$ cat config.mk
export PLATFORM = sky130hd
export DESIGN_NAME = pc_gen_unit
export DESIGN_NICKNAME = d
export VERILOG_FILES = /design/src/rtl/pc_gen_unit.sv
export SDC_FILE = /design/constraint.sdc
export NUM_CORES = 1
export LEC_CHECK = 0
export BUFFER_PORTS_ARGS = -buffer_cell sky130_fd_sc_hd__buf_2
export CORE_ASPECT_RATIO = 2
export CORE_MARGIN = 2
export CORE_UTILIZATION = 52
export CTS_BUF_LIST = sky130_fd_sc_hd__clkbuf_8
export CTS_CLUSTER_DIAMETER = 30
export DETAILED_ROUTE_END_ITERATION = 10
export PLACE_DENSITY = 0.84
export RECOVER_POWER = 25
export SLEW_MARGIN = 20
export SYNTH_ARGS = -nofsm -noshare
export SYNTH_HDL_FRONTEND = slang
export SYNTH_SLANG_ARGS = --single-unit
export TNS_END_PERCENT = 20
$ cat constraint.sdc
create_clock -name mp_clk_in -period 2.35 [get_ports mp_clk_in]
set_clock_uncertainty 0.05 [all_clocks]
set_input_delay 0.3525 -clock mp_clk_in [delete_from_list [all_inputs] [get_ports mp_clk_in]]
set_output_delay 0.3525 -clock mp_clk_in [all_outputs]
set_load 0.02 [all_outputs]
$ cat src/rtl/pc_gen_unit.sv
// RV32I fetch-stage program-counter generator: boot wait, RUN/HALT control, trap/redirect select.
// Optional PC_MISALIGN_CHECK_EN traps misaligned redirects instead of truncating them.
module pc_gen_unit #(
  parameter int unsigned           XLEN      = 32,
  parameter logic [XLEN-1:0]       BOOT_ADDR = {XLEN{1'b0}},
  parameter logic [XLEN-1:0]       TRAP_VEC  = 32'h0000_0100,
  parameter int unsigned           INC       = 4,
  parameter int unsigned           BOOT_WAIT = 2
) (
  input  logic            mp_clk_in,
  input  logic            mp_rst_in,
  input  logic            stall_in,
  input  logic            redirect_in,
  input  logic [XLEN-1:0] redirect_addr_in,
  input  logic            trap_in,
  input  logic            halt_in,
  input  logic            resume_in,
  output logic [XLEN-1:0] pc_out,
  output logic            pc_valid_out,
  output logic            misalign_out
);

  localparam logic [1:0]      ST_BOOT   = 2'b00;
  localparam logic [1:0]      ST_RUN    = 2'b01;
  localparam logic [1:0]      ST_HALT   = 2'b10;
  localparam logic [XLEN-1:0] INC_V     = XLEN'(INC);
  localparam logic [3:0]      WAIT_INIT = 4'(BOOT_WAIT);

  logic [1:0]      state_r, state_s;
  logic [3:0]      wait_r, wait_s;
  logic [XLEN-1:0] pc_r, pc_s;
  logic            valid_r, valid_s;
  logic            misalign_s;
  logic [XLEN-1:0] redirect_pc_s;

`ifdef PC_MISALIGN_CHECK_EN
  logic            misalign_r;
  logic            redirect_bad_s;

  assign redirect_bad_s = (redirect_addr_in[1:0] != 2'b00);
  assign redirect_pc_s  = redirect_bad_s ? TRAP_VEC : redirect_addr_in;
  assign misalign_out   = misalign_r;
`else
  logic            redirect_bad_s;
  logic            addr_lsb_unused_s;

  assign redirect_bad_s    = 1'b0;
  assign redirect_pc_s     = {redirect_addr_in[XLEN-1:2], 2'b00};
  assign addr_lsb_unused_s = ^{redirect_addr_in[1:0], misalign_s};
  assign misalign_out      = 1'b0;
`endif

  // Next-state selection for the control FSM, PC and fetch-valid qualifier.
  always_comb begin
    state_s    = state_r;
    wait_s     = wait_r;
    pc_s       = pc_r;
    valid_s    = valid_r;
    misalign_s = 1'b0;
    case (state_r)
      ST_BOOT: begin
        if (wait_r == 4'd0) begin
          state_s = ST_RUN;
          valid_s = 1'b1;
        end else begin
          wait_s  = wait_r - 4'd1;
          valid_s = 1'b0;
        end
      end
      ST_RUN: begin
        valid_s = 1'b1;
        if (trap_in) begin
          pc_s = TRAP_VEC;
        end else if (redirect_in) begin
          pc_s       = redirect_pc_s;
          misalign_s = redirect_bad_s;
        end else if (halt_in) begin
          state_s = ST_HALT;
          valid_s = 1'b0;
        end else if (stall_in) begin
          pc_s = pc_r;
        end else begin
          pc_s = pc_r + INC_V;
        end
      end
      ST_HALT: begin
        // Trap wins over resume; both return to RUN, only trap moves the PC.
        if (trap_in) begin
          pc_s    = TRAP_VEC;
          state_s = ST_RUN;
          valid_s = 1'b1;
        end else if (resume_in) begin
          state_s = ST_RUN;
          valid_s = 1'b1;
        end else begin
          valid_s = 1'b0;
        end
      end
      default: begin
        state_s = ST_BOOT;
        wait_s  = WAIT_INIT;
        pc_s    = BOOT_ADDR;
        valid_s = 1'b0;
      end
    endcase
  end

  // State and output registers with synchronous reset.
  always_ff @(posedge mp_clk_in) begin
    if (mp_rst_in) begin
      state_r    <= ST_BOOT;
      wait_r     <= WAIT_INIT;
      pc_r       <= BOOT_ADDR;
      valid_r    <= 1'b0;
`ifdef PC_MISALIGN_CHECK_EN
      misalign_r <= 1'b0;
`endif
    end else begin
      state_r    <= state_s;
      wait_r     <= wait_s;
      pc_r       <= pc_s;
      valid_r    <= valid_s;
`ifdef PC_MISALIGN_CHECK_EN
      misalign_r <= misalign_s;
`endif
    end
  end

  assign pc_out       = pc_r;
  assign pc_valid_out = valid_r;

endmodule

* After elaboration in Yosys (flattened, before gate mapping)
Index checks and enable logic that the tools add are counted.
** Storage, ports and cells
- Flip-flop bits (word level) :: 39
- Input bits :: 39
- Word-level logic and storage cells :: 47
- Output and inout port bits :: 34
** Cells by class
- Eq/ne operators :: 11
- Add/sub/neg operators :: 2
- Muxes and demuxes :: 22
- Reductions and logical operators :: 6
- Bitwise logic cells :: 2
** Operator list (count)
- 32-bit 2-to-1 mux :: 5
- 32-bit case mux with 3 select lines :: 1
- 32-bit by 3-bit adder with 32-bit output, second input constant :: 1
- 2-bit 2-to-1 mux :: 6
- 2-bit != test, second input constant :: 6
- 4-bit != test, second input constant :: 2
- 4-bit case mux with 2 select lines :: 1
- 1-bit 2-to-1 mux :: 6
- 2-bit case mux with 3 select lines :: 1
- 5-bit AND reduction :: 1
- 4-bit logical NOT :: 1
- 4-bit 2-to-1 mux :: 1
- 4-bit AND reduction :: 1
- 4-bit by 1-bit subtractor with 4-bit output, second input constant :: 1
- 3-bit != test, second input constant :: 1
- 1-bit case mux with 3 select lines :: 1
- 2-bit by 1-bit equality test with 1-bit output, second input constant :: 1
- 2-bit equality test, second input constant :: 1
- 2-bit logical NOT :: 1
- 1-bit inverter :: 2
- 2-bit AND reduction :: 1
- 2-bit OR reduction :: 1

* Longest topological paths before layout
Gate-level depths: netlist of the first run.
- Depth after elaboration :: 6
- Gate-level depth with buffers :: 9
- Mapped depth without buffers :: 7

* Worst setup path before layout of the first run
Ideal clock, no wire load.
- Path type :: register -> register
- Start :: register state_r[0]
- End :: register pc_r[27], in the netlist pc_out[27]
- Arrival time :: 1.920 ns
- Cell stages (with the launch flop) :: 8
- Path slack :: 0.318 ns
- Setup time :: 0.062 ns
- Clock period less this slack :: 2.032 ns
- Data required time :: 2.238 ns
- Buffers on the path :: 1
- Path through :: dfxtp_1 > inv_1 > ha_1 > nor4bb_1 > buf_4 > nand4b_4 > or4_1 > nand3_1
** On the way
- Longest elaborated chain between the ends :: 3
- Elaborated cells between the ends (all ways) :: 9
- Those cells by class :: eq/ne: 5; mux: 1; bitwise: 1; reduce/logical: 2
** RTL lines
- start: declaration :: RTL line 29 : logic [1:0] state_r, state_s;
- start signal: assignment :: RTL line 119 : state_r <= state_s;
- 2-bit by 1-bit equality test with 1-bit output (tied with other cells) :: RTL line 60 : case (state_r)
- 4-bit != test (no line) (tied with other cells)
- 4-bit AND reduction (no line)
- end signal: assignment :: RTL line 121 : pc_r <= pc_s;
- end: declaration :: RTL line 31 : logic [XLEN-1:0] pc_r, pc_s;
Several ways; a longest one is shown, not always the timed one.
A chain may end at the register's enable or synchronous reset.

* Worst setup path after layout of the first run
- Start :: register state_r[0]
- End :: register pc_r[24], in the netlist pc_out[24]
The elaborated chain is that of the path after synthesis.

==> results summary, run 1 <==
The standby leakage power came out at 1.17 nW. The deepest clock path buffer count came out at 2. Of the total synthesized cell area, the portion taken by full adders, half adders and majority gates is 0.0407. The setup path with the least slack is of type reg2reg. At the worst endpoint, the required time is 2.53 ns. Row generation in the floorplan step produced 35 rows. The H-tree was split into 2 levels. The synthesized design spends more area on one cell type than any other, namely dfxtp_1.

The average wire per cell in the routed design is 16.7 um. Setup repair after global routing left no endpoint under its margin. The worst ir drop on vdd came out at 0.541 mV. Across the run, the number of max-cap violations was 0.

Of the available clock period, the critical path in the final layout requires 0.940. After synthesis, the share of flip-flops with an asynchronous set or reset is 0. The number of nets in the layout came out at 448. The die footprint came out at 5330 sq um.

The initial cell density of the core came out at 0.535. After synthesis, the share of cell area in mux cells is 0.0168. Summing all flip-flop and latch instances after layout gives 741 sq um.

The yosys synthesis warning count is 0. Pin placement for this block handled 73 I/O pins. The area of the multi-input gates is 1580 sq um. After synthesis, the largest family of logic cells by area is simple AND/OR/NAND/NOR gates.

In the synthesized netlist, the cells that appear most often are dfxtp_1, nor2_1, nand2_1, a21oi_1, o21ai_1. Counting every instance in the synthesized netlist gives 328. The floorplan die height came out at 101 um. The clock insertion delay at the later pin of the skew report came out at 0.30 ns. The data arrival at the endpoint of the critical path came out at 2.39 ns. Of the total synthesized cell area, the portion taken by XOR and XNOR cells is 0.0107. The main flop type after synthesis is dfxtp_1. Entering global routing, the biggest net connects 49 pins. The class of the most critical hold timing path is in2reg.

Averaged over all synthesized cells, the footprint is 7.50 sq um. The estimated wirelength of the detail-placed design is 5.70 mm. Of all nets on the critical path, the largest fanout is 8.

The number of antenna violations at the first check in global routing came out at 0. In the post-route analysis, the smallest setup slack over all paths is 0.141 ns. The detailed-router iteration count before antenna repair came out at 4.

In the final layout, the share of cells above drive strength 1 is 0.206. Measured against its own limit, the worst slew margin works out to 0.445. The area growth from synthesis to final layout is 22.0%. The overall routed net length is 7.65 mm. The final RePlAce weighted congestion came out at 0.950. The setup total negative slack came out at 0 ns. The final number of setup-violating endpoints is 0. The cell area after synthesis is 2460 sq um. The number of distinct library cell variants in the gate-level netlist after synthesis came out at 53.

Derived from the worst setup path, the maximum achievable clock frequency is 0.453 GHz. The final worst hold slack came out at 0.213 ns. In this run, synthesis produced a sequential element count of 37. The global-route wire length before repair came out at 12.4 mm.

The core outline area is 4600 sq um. The power per cell area is 691 nW/um^2. The filler cell count is 435.

Dividing the detail-routed via count by the number of cells gives 6.29. The cell at the root of the clock tree is clkbuf_8. For the pin with the worst max-slew slack, the measured transition is 0.829 ns. TritonCTS built the clock tree. The area share of the largest cell type after synthesis came out at 0.301. After clock tree synthesis, the clock-pin slew on the worst setup and hold paths is 0.09 ns. The number of clock sinks seen by CTS came out at 37. Buffers inserted during clock tree synthesis total 5. The synthesized-area fraction occupied by ao, oa, aoi and oai cells came to 0.268.

The pre-CTS setup slack came out at 0.177 ns. The number of nets still failing antenna checks after routing is 0. In this run, the number of DRC markers left after iteration 0 of detailed routing was 136. The via count of the first global-routing pass is 2724. After detailed routing, the number of remaining DRC violations is 0. The routed design could run at a clock period as short as 2.21 ns. The die width came out at 52.6 um. Yosys attributes the largest share of cell area to dfxtp_1, nor2_1, ha_1, nand2_1, a21oi_1.

The total congestion overflow is 0. The flow ran to the end, and the final reports show no timing, DRC or antenna violations. The number of enable flip-flop cells after synthesis is 0.

The all-layer global routing usage came out at 0.306. The max-slew violation total from the final report came out at 0. The worst setup path is captured at a register. The final antenna diode count is 0. Summing over every cut layer, the via total after detailed routing is 2876. The count of buffers inserted at the top-level ports is 67.

Of the total synthesized cell area, the portion taken by AND, OR, NAND and NOR gates is 0.302. The sequential cell area fraction in the yosys report came out at 0.301. The final hold violation count is 0. The type of origin of the critical path is a register.
## per-stage QoR
step | util | power [W] | area, sq um | cells
detailed placement | 0.629 | 0.00150 | 2890 | 448
global placement | 0.629 | 0.00147 | 2890 | 448
floorplan | - | 0.00125 | 2470 | 330
global route | 0.653 | 0.00218 | 3000 | 457
finish | 0.653 | 0.00207 | 3000 | 457
CTS | 0.655 | 0.00207 | 3010 | 456
## layout make-up
class / instances / share of cell area
clock buffers: 6 / 0.0275
clock inverters: 2 / 0.0113
inverters: 15 / 0.0188
multi-input cells: 259 / 0.528
flip-flops and latches: 37 / 0.247
well taps: 55 / 0.0229
repair buffers: 83 / 0.145
## placed cells by master (no fill, tap or decap), types with 10 or more instances in the layout
cell and instances:
inv_1 16, buf_4 16, a22oi_1 10, dfxtp_1 37, nand4_1 13, clkbuf_1 17
o21ai_1 17, buf_2 50, a21oi_1 18, nand3_1 14, nand2_1 26, nor2_1 37
o21ai_0 13
## power by group
group,total (W),switching [W],internal (W)
registers,0.000741,0.0000574,0.000684
logic,0.000740,0.000450,0.000290
clock network,0.000593,0.000251,0.000342
total,0.00207,0.000758,0.00132
## worst max-delay path, stage by stage, from the launching register on
cell and delay, ns:
dfxtp_1 0.42, inv_1 0.09, ha_1 0.29, nor4bb_1 0.23, buf_4 0.21, nand4b_1 0.25, buf_4 0.27, o211a_1 0.21
o21ai_1 0.11
## sequential cells by signal, indices dropped and copies added (netlist names)
register and flops:
pc_valid_out 1, wait_r 4, pc_out 30, state_r 2
## worst paths after layout
check                            start         end  slack (ns)  depth (start not counted)
setup / recovery            state_r[0]  pc_out[24]        0.14                          8
hold reg to reg              wait_r[3]   wait_r[3]        0.45                          2
setup reg to reg            state_r[0]  pc_out[24]        0.14                          8
hold / removal    redirect_addr_in[24]  pc_out[24]        0.21                          3
## repair_timing
item | in CTS | in global routing
hold buffers | 0 | 0
buffers inserted | 0 | 1
resized for setup | 0 | 2
setup endpoints to repair | 0 | 7
## metal layers
| layer | up-vias | share of wire | global-route usage |
|---|---|---|---|
| li1 | 1366 | - | - |
| met1 | 1350 | 0.35 | 0.323 |
| met2 | 116 | 0.52 | 0.531 |
| met3 | 44 | 0.054 | 0.0487 |
| met4 | 0 | 0.066 | 0.213 |
| met5 | - | 0 | 0 |
## cells by family after synthesis
logic type	after synthesis
AND/OR/NAND/NOR	140
AO/OA/AOI/OAI	101
flip-flops	37
buffers and inverters	34
adder cells (fa/ha/maj)	8
multiplexers	4
XOR/XNOR	3
other	1
(Power assumes the default switching activity.)
==> run 2: changes to the inputs <==
Settings changed: SETUP_SLACK_MARGIN set to 0.3.
==> run 2 against run 1 <==
Against the previous run: worst hold slack better by 0.0039 ns; register-to-register slack better by 0.22 ns; flip-flop and latch count unchanged; core utilization is 2.9 points higher; die area stayed put; critical path type unchanged; critical path depth did not move; count of clock-buffer cells in the layout unchanged; largest power group is now combinational logic; first-iteration DRC count shrank 13%.
==> results summary, run 2 (synthesized netlist as in run 1, its figures left out) <==
The all-layer global routing usage came to 0.310 (was 0.306). The startpoint of the tightest hold check path is redirect_addr_in[24] (unchanged). The final antenna diode count came out at 0 (unchanged). The cell at the root of the clock tree is clkbuf_8 (unchanged). Unrepaired setup endpoints after global routing: yes (was no). The die width was 52.6 um (unchanged). The max-slew violation total from the final report was 0 (unchanged). The floorplan die height was 101 um (unchanged). The final cell count without fillers came to 461 (was 457). The number of clock sinks seen by CTS came out at 37 (unchanged).

The sequential share of power is 0.344 (was 0.357). The number of violations reported at the end of detailed-routing iteration 0 came to 118 (was 136). The number of antenna violations at the first check in global routing is 0 (unchanged).

The most common library cell in the layout ignoring fill and taps was buf_2 (unchanged). The part of the power in the clock network is 0.268 (was 0.286). The clock insertion delay at the later pin of the skew report is 0.30 ns (about the same).

The number of flip-flops under the largest register name was 30 (unchanged). The largest net degree at the start of global routing is 49 (unchanged). The estimated wirelength of the detail-placed design was 5.70 mm (unchanged). The remaining design rule violation count is 0 (unchanged). The number of placement rows is 35 (unchanged).

The overall routed net length came out at 8.00 mm (was 7.65 mm). The number of violations of the max-capacitance limit came out at 0 (unchanged). The headroom to the max-slew limit came to 0.616 (was 0.445). The die footprint came to 5330 sq um (unchanged). The number of nets in the layout is 452 (was 448).

The class of the most critical hold timing path is in2reg (unchanged). The post-cts hold buffer count is 0 (unchanged). The power per cell area is 704 nW/um^2 (was 691 nW/um^2). The register clock-pin slew on the reported worst setup and hold paths is 0.09 ns (about the same). The average via count per standard cell is 6.37 (was 6.29). The TritonCTS clock tree is done (unchanged). The area growth from synthesis to final layout is 27.4% (was 22.0%). The final worst hold slack was 0.217 ns (was 0.213 ns). The internal power was 0.00139 W (was 0.00132 W). The number of top-level pins is 73 (unchanged). Most frequent cells in the layout: buf_2, nor2_1, dfxtp_1 (unchanged).

The deepest clock path buffer count came out at 2 (unchanged). The standard cell with the maximum stage delay on the critical path is a311o_1 (was dfxtp_1). The global-route wire length before repair is 12.5 mm (was 12.4 mm). The fraction of the core area covered by cells at the end of the flow came to 0.681 (was 0.653). The standby leakage power is 1.22 nW (was 1.17 nW). The critical path launch point is state_r[0] (unchanged). The combinational fraction of design power is 0.389 (was 0.357). The number of clock buffers inserted by TritonCTS is 5 (unchanged).

The final hold violation count was 0 (unchanged). The net switching share of the total power was 0.369 (was 0.366). The maximum net fanout on the critical path came out at 9 (was 8). The time the worst path needs with I/O delays and setup is 1.99 ns (was 2.21 ns).

The detailed-router iteration count before antenna repair was 6 (was 4). The worst ir drop on vdd is 0.584 mV (was 0.541 mV). The type of origin of the critical path is a register (unchanged). The maximum achievable frequency is 0.503 GHz (was 0.453 GHz). Status: finished clean (unchanged). The area of placed instances is 2890 sq um (unchanged). The type of element capturing the critical path is a register (unchanged). The via count of the first global-routing pass is 2775 (was 2724). The vias after detailed routing came out at 2938 (was 2876).

The classification of the worst setup path is reg2reg (unchanged). The count of buffers inserted at the top-level ports came out at 67 (unchanged). The initial cell density of the core is 0.535 (unchanged). The reg-to-reg startpoint is state_r[0] (unchanged). The data arrival at the endpoint of the critical path was 2.12 ns (was 2.39 ns). The fraction of the cycle the final worst path needs came out at 0.846 (was 0.940). The core outline area was 4600 sq um (unchanged).

The critical path required time came out at 2.48 ns (was 2.53 ns). The final number of setup-violating endpoints is 0 (unchanged). The instance count after placement with tap cells included is 448 (unchanged). Cell-by-cell trace of the critical path: inv_2, ha_4, buf_4, nor2b_1, a311o_1, nand2b_4, o21ai_1, o2bb2ai_1 (was inv_1, ha_1, nor4bb_1, buf_4, nand4b_1, buf_4, o211a_1, o21ai_1).

The total congestion overflow came out at 0 (unchanged). The average wire per cell in the routed design is 17.3 um (was 16.7 um). The final instance area came out at 3130 sq um (was 3000 sq um). The number of H-tree branching levels was 2 (unchanged). The final RePlAce weighted congestion came out at 0.950 (unchanged).

The net switching power is 0.000814 W (was 0.000758 W). The share of post-route cells with drive strength above 1 was 0.246 (was 0.206). The largest stage delay on the critical path is 0.50 ns (was 0.42 ns). The worst-margin pin slew is 0.576 ns (was 0.829 ns).

The number of nets still failing antenna checks after routing is 0 (unchanged). The setup total negative slack came out at 0 ns (unchanged).
==> run 2: area by class of cell <==
class / count / area (sq um)
clock buffer: 6 / 82.6
clock inverter: 2 / 33.8
fill: 413 / 1470
inverter: 15 / 58.8
multi-input combinational: 259 / 1670
sequential: 37 / 748
tap: 55 / 68.8
timing repair buffer: 87 / 468
==> run 2: repair_timing <==
item / CTS / global route
endpoints found under the setup margin: 25 / 31
pin swaps: 0 / 5
hold endpoints to repair: 0 / 0
gates resized for setup: 2 / 22
buffers inserted: 2 / 3
==> run 2: through the flow <==
stage | setup slack [ns] | power, W
after CTS | 0.218 | 0.00209
final | 0.361 | 0.00220
after global routing | 0.262 | 0.00231
after floorplan | 0.318 | 0.00125
after global placement | 0.206 | 0.00147
after detailed placement | 0.177 | 0.00150
==> run 2: critical path, delay by kind of cell (launching register included) <==
family	cells	cell delay, ns
buffers and inverters	2	0.21
flip-flops	1	0.39
AND/OR/NAND/NOR	2	0.33
AO/OA/AOI/OAI	3	0.72
adder cells (fa/ha/maj)	1	0.17
==> run 2: final timing paths <==
check	endpoint	slack [ns]	cells after the start
setup / recovery	pc_out[18]	0.36	8
hold / removal	pc_out[24]	0.22	3
setup reg to reg	pc_out[18]	0.36	8
hold reg to reg	wait_r[3]	0.46	2
==> run 2: metal layers <==
layer  up-vias  part of all wire  GRT usage  wire, um
li1       1374                 -          -         -
met1      1392              0.35      0.320      2790
met2       130              0.53      0.538      4240
met3        42             0.063     0.0575       502
met4         0             0.058      0.219       464
met5         -                 0          0         0
==> run 2: power by group through the flow <==
stage	Sequential, W	Combinational, W	Clock [W]
floorplan	0.000767	0.000487	0
global placement	0.000752	0.000714	0
detailed placement	0.000754	0.000741	0
CTS	0.000739	0.000757	0.000591
global route	0.000765	0.000935	0.000614
finish	0.000757	0.000857	0.000590
==> run 3: changes to the inputs <==
Settings changed: CORE_UTILIZATION 52 to 48, PLACE_DENSITY 0.84 to 0.82.
Clock period 2.35 ns to 1.8 ns, I/O delays scaled along.
==> run 3 against run 2 <==
Against the previous run: the run now ends with setup timing left; total power is 39% higher; core utilization rose by 3.5 points; global-route usage up 0.55 points; combinational power is 69% higher; via count increased by 6.0%; first-iteration DRC count grew 30%; clock power rose by 6.4%; register-to-register slack got worse by 0.52 ns; critical endpoint is now pc_out[27].
==> results summary, run 3 (synthesized netlist as in run 1, its figures left out) <==
Status: complete, but fails checks (was finished clean). The checks that failed: setup timing. The time the worst path needs with I/O delays and setup is 1.96 ns (was 1.99 ns). The final instance area is 3520 sq um (was 3130 sq um). The number of flip-flops under the largest register name came out at 30 (unchanged). The deepest clock path buffer count was 2 (unchanged).

The final worst hold slack was 0.112 ns (was 0.217 ns). The core outline area came out at 4910 sq um (was 4600 sq um). The area of placed instances came out at 3240 sq um (was 2890 sq um).

The count of buffers inserted at the top-level ports is 67 (unchanged). The count of cells along the worst register-to-register path came out at 8 (unchanged). The clock insertion delay at the later pin of the skew report is 0.32 ns (was 0.30 ns). The area growth from synthesis to final layout is 42.9% (was 27.4%). The startpoint of the tightest hold check path is redirect_addr_in[24] (unchanged). The number of violations reported at the end of detailed-routing iteration 0 came to 153 (was 118). The final total power is 0.00305 W (was 0.00220 W). The via count of the first global-routing pass came out at 2995 (was 2775).

The worst ir drop on vdd came to 0.939 mV (was 0.584 mV). The share of post-route cells with drive strength above 1 came to 0.377 (was 0.246). The class of the most critical hold timing path is in2reg (unchanged). The maximum net fanout on the critical path came out at 6 (was 9).

The number of H-tree branching levels came to 2 (unchanged). The vias after detailed routing came out at 3113 (was 2938). The classification of the worst setup path is reg2reg (unchanged). The type of element capturing the critical path is a register (unchanged). The die footprint came to 5750 sq um (was 5330 sq um). The number of top-level pins was 73 (unchanged). The number of nets still failing antenna checks after routing came out at 0 (unchanged). The power per cell area is 869 nW/um^2 (was 704 nW/um^2). Unrepaired setup endpoints after global routing: yes (unchanged). The type of origin of the critical path was a register (unchanged). The number of placement rows is 36 (was 35).

The most common library cell in the layout ignoring fill and taps is buf_2 (unchanged). The post-cts hold buffer count came to 0 (unchanged). The standby leakage power is 1.44 nW (was 1.22 nW).

The remaining design rule violation count came out at 0 (unchanged). The final critical-path setup slack is -0.162 ns (was 0.361 ns). The register clock-pin slew on the reported worst setup and hold paths is 0.08 ns (was 0.09 ns). The floorplan die height was 105 um (was 101 um). The number of nets in the layout came out at 490 (was 452).

The all-layer global routing usage came to 0.316 (was 0.310). The die width came out at 54.6 um (was 52.6 um). The number of stages on the worst hold path is 3 (unchanged). The critical path launch point is state_r[1] (was state_r[0]). The fraction of the core area covered by cells at the end of the flow came to 0.716 (was 0.681).

The largest net degree at the start of global routing was 49 (unchanged). The number of antenna violations at the first check in global routing is 0 (unchanged). The instance count after placement with tap cells included came to 489 (was 448). The final number of setup-violating endpoints is 20 (was 0). The cell at the root of the clock tree is clkbuf_8 (unchanged). The data arrival at the endpoint of the critical path came out at 2.17 ns (was 2.12 ns). The max-slew violation total from the final report was 0 (unchanged). The estimated wirelength of the detail-placed design is 6.22 mm (was 5.70 mm). The total congestion overflow is 0 (unchanged).

Most frequent cells in the layout: buf_2, buf_4, dfxtp_1 (was buf_2, nor2_1, dfxtp_1). The number of clock sinks seen by CTS came out at 37 (unchanged). The maximum achievable frequency is 0.510 GHz (was 0.503 GHz). The initial cell density of the core came to 0.501 (was 0.535). The number of violations of the max-capacitance limit came out at 0 (unchanged).

The overall routed net length was 8.68 mm (was 8.00 mm). The final RePlAce weighted congestion came out at 0.985 (was 0.950). The TritonCTS clock tree is done (unchanged). The fraction of the cycle the final worst path needs came to 1.09 (was 0.846). The final cell count without fillers is 500 (was 461). The detailed-router iteration count before antenna repair came out at 5 (was 6).

The global-route wire length before repair is 13.6 mm (was 12.5 mm). The average wire per cell in the routed design is 17.4 um (was 17.3 um). The reg-to-reg startpoint was state_r[1] (was state_r[0]).

The average via count per standard cell came out at 6.23 (was 6.37). The final antenna diode count was 0 (unchanged). The critical path required time came to 2.01 ns (was 2.48 ns). The final hold violation count was 0 (unchanged). The number of clock buffers inserted by TritonCTS is 5 (unchanged).
run 3: cell count changes in the layout (fill, tap and decap cells not counted), moves of 3 or more:
cell,previous run,this run
nor2_1,36,29
buf_6,1,4
nor2_2,4,9
dfxtp_2,0,5
buf_4,19,53
dfxtp_1,35,30
clkbuf_1,17,8
buf_2,50,59
o21ai_0,13,10
run 3: report_power, final:
group	switching [W]	total, W	internal (W)
logic	0.000769	0.00145	0.000682
registers	0.0000734	0.000976	0.000902
clock network	0.000329	0.000628	0.000299
total	0.00117	0.00305	0.00188
run 3: worst max-delay path, cell delays in order, from the launching register on:
cell and delay, ns:
dfxtp_4 0.38, inv_4 0.05, ha_4 0.26, nor4bb_4 0.19, buf_6 0.15, buf_4 0.11
nand4b_4 0.11, or4_1 0.49, nand3_1 0.10
run 3: area by class of cell:
| type | count | area [sq um] |
|---|---|---|
| Sequential cell | 37 | 754 |
| Tap cell | 57 | 71.3 |
| Fill cell | 389 | 1390 |
| Inverter | 15 | 61.3 |
| Multi-Input combinational cell | 259 | 1750 |
| Clock buffer | 6 | 82.6 |
| Clock inverter | 1 | 3.75 |
| Timing Repair Buffer | 125 | 788 |
run 3: path summary, 6_finish.rpt:
path,slack (ns),end
worst min register to register,0.45,pc_out[18]
worst max register to register,-0.16,pc_out[27]
worst min-delay path,0.11,pc_out[24]
worst max-delay path,-0.16,pc_out[27]
run 3: stage by stage:
step | setup slack [ns] | TNS, ns
floorplan | -0.0679 | -0.0933
global placement | -0.118 | -1.47
detailed placement | -0.138 | -1.74
CTS | -0.127 | -1.05
global route | -0.269 | -4.38
finish | -0.162 | -1.62
run 3: what timing repair did:
item | 4_1_cts | 5_1_grt
gates resized for setup | 19 | 22
hold endpoints to repair | 0 | 0
buffers inserted | 1 | 3
pin swaps | 15 | 10
endpoints found under the setup margin | 36 | 36
run 3: metal layers:
layer | global-route usage | share of wire
met4 | 0.225 | 0.052
met5 | 0 | 0
met1 | 0.325 | 0.35
met3 | 0.0751 | 0.065
met2 | 0.520 | 0.53
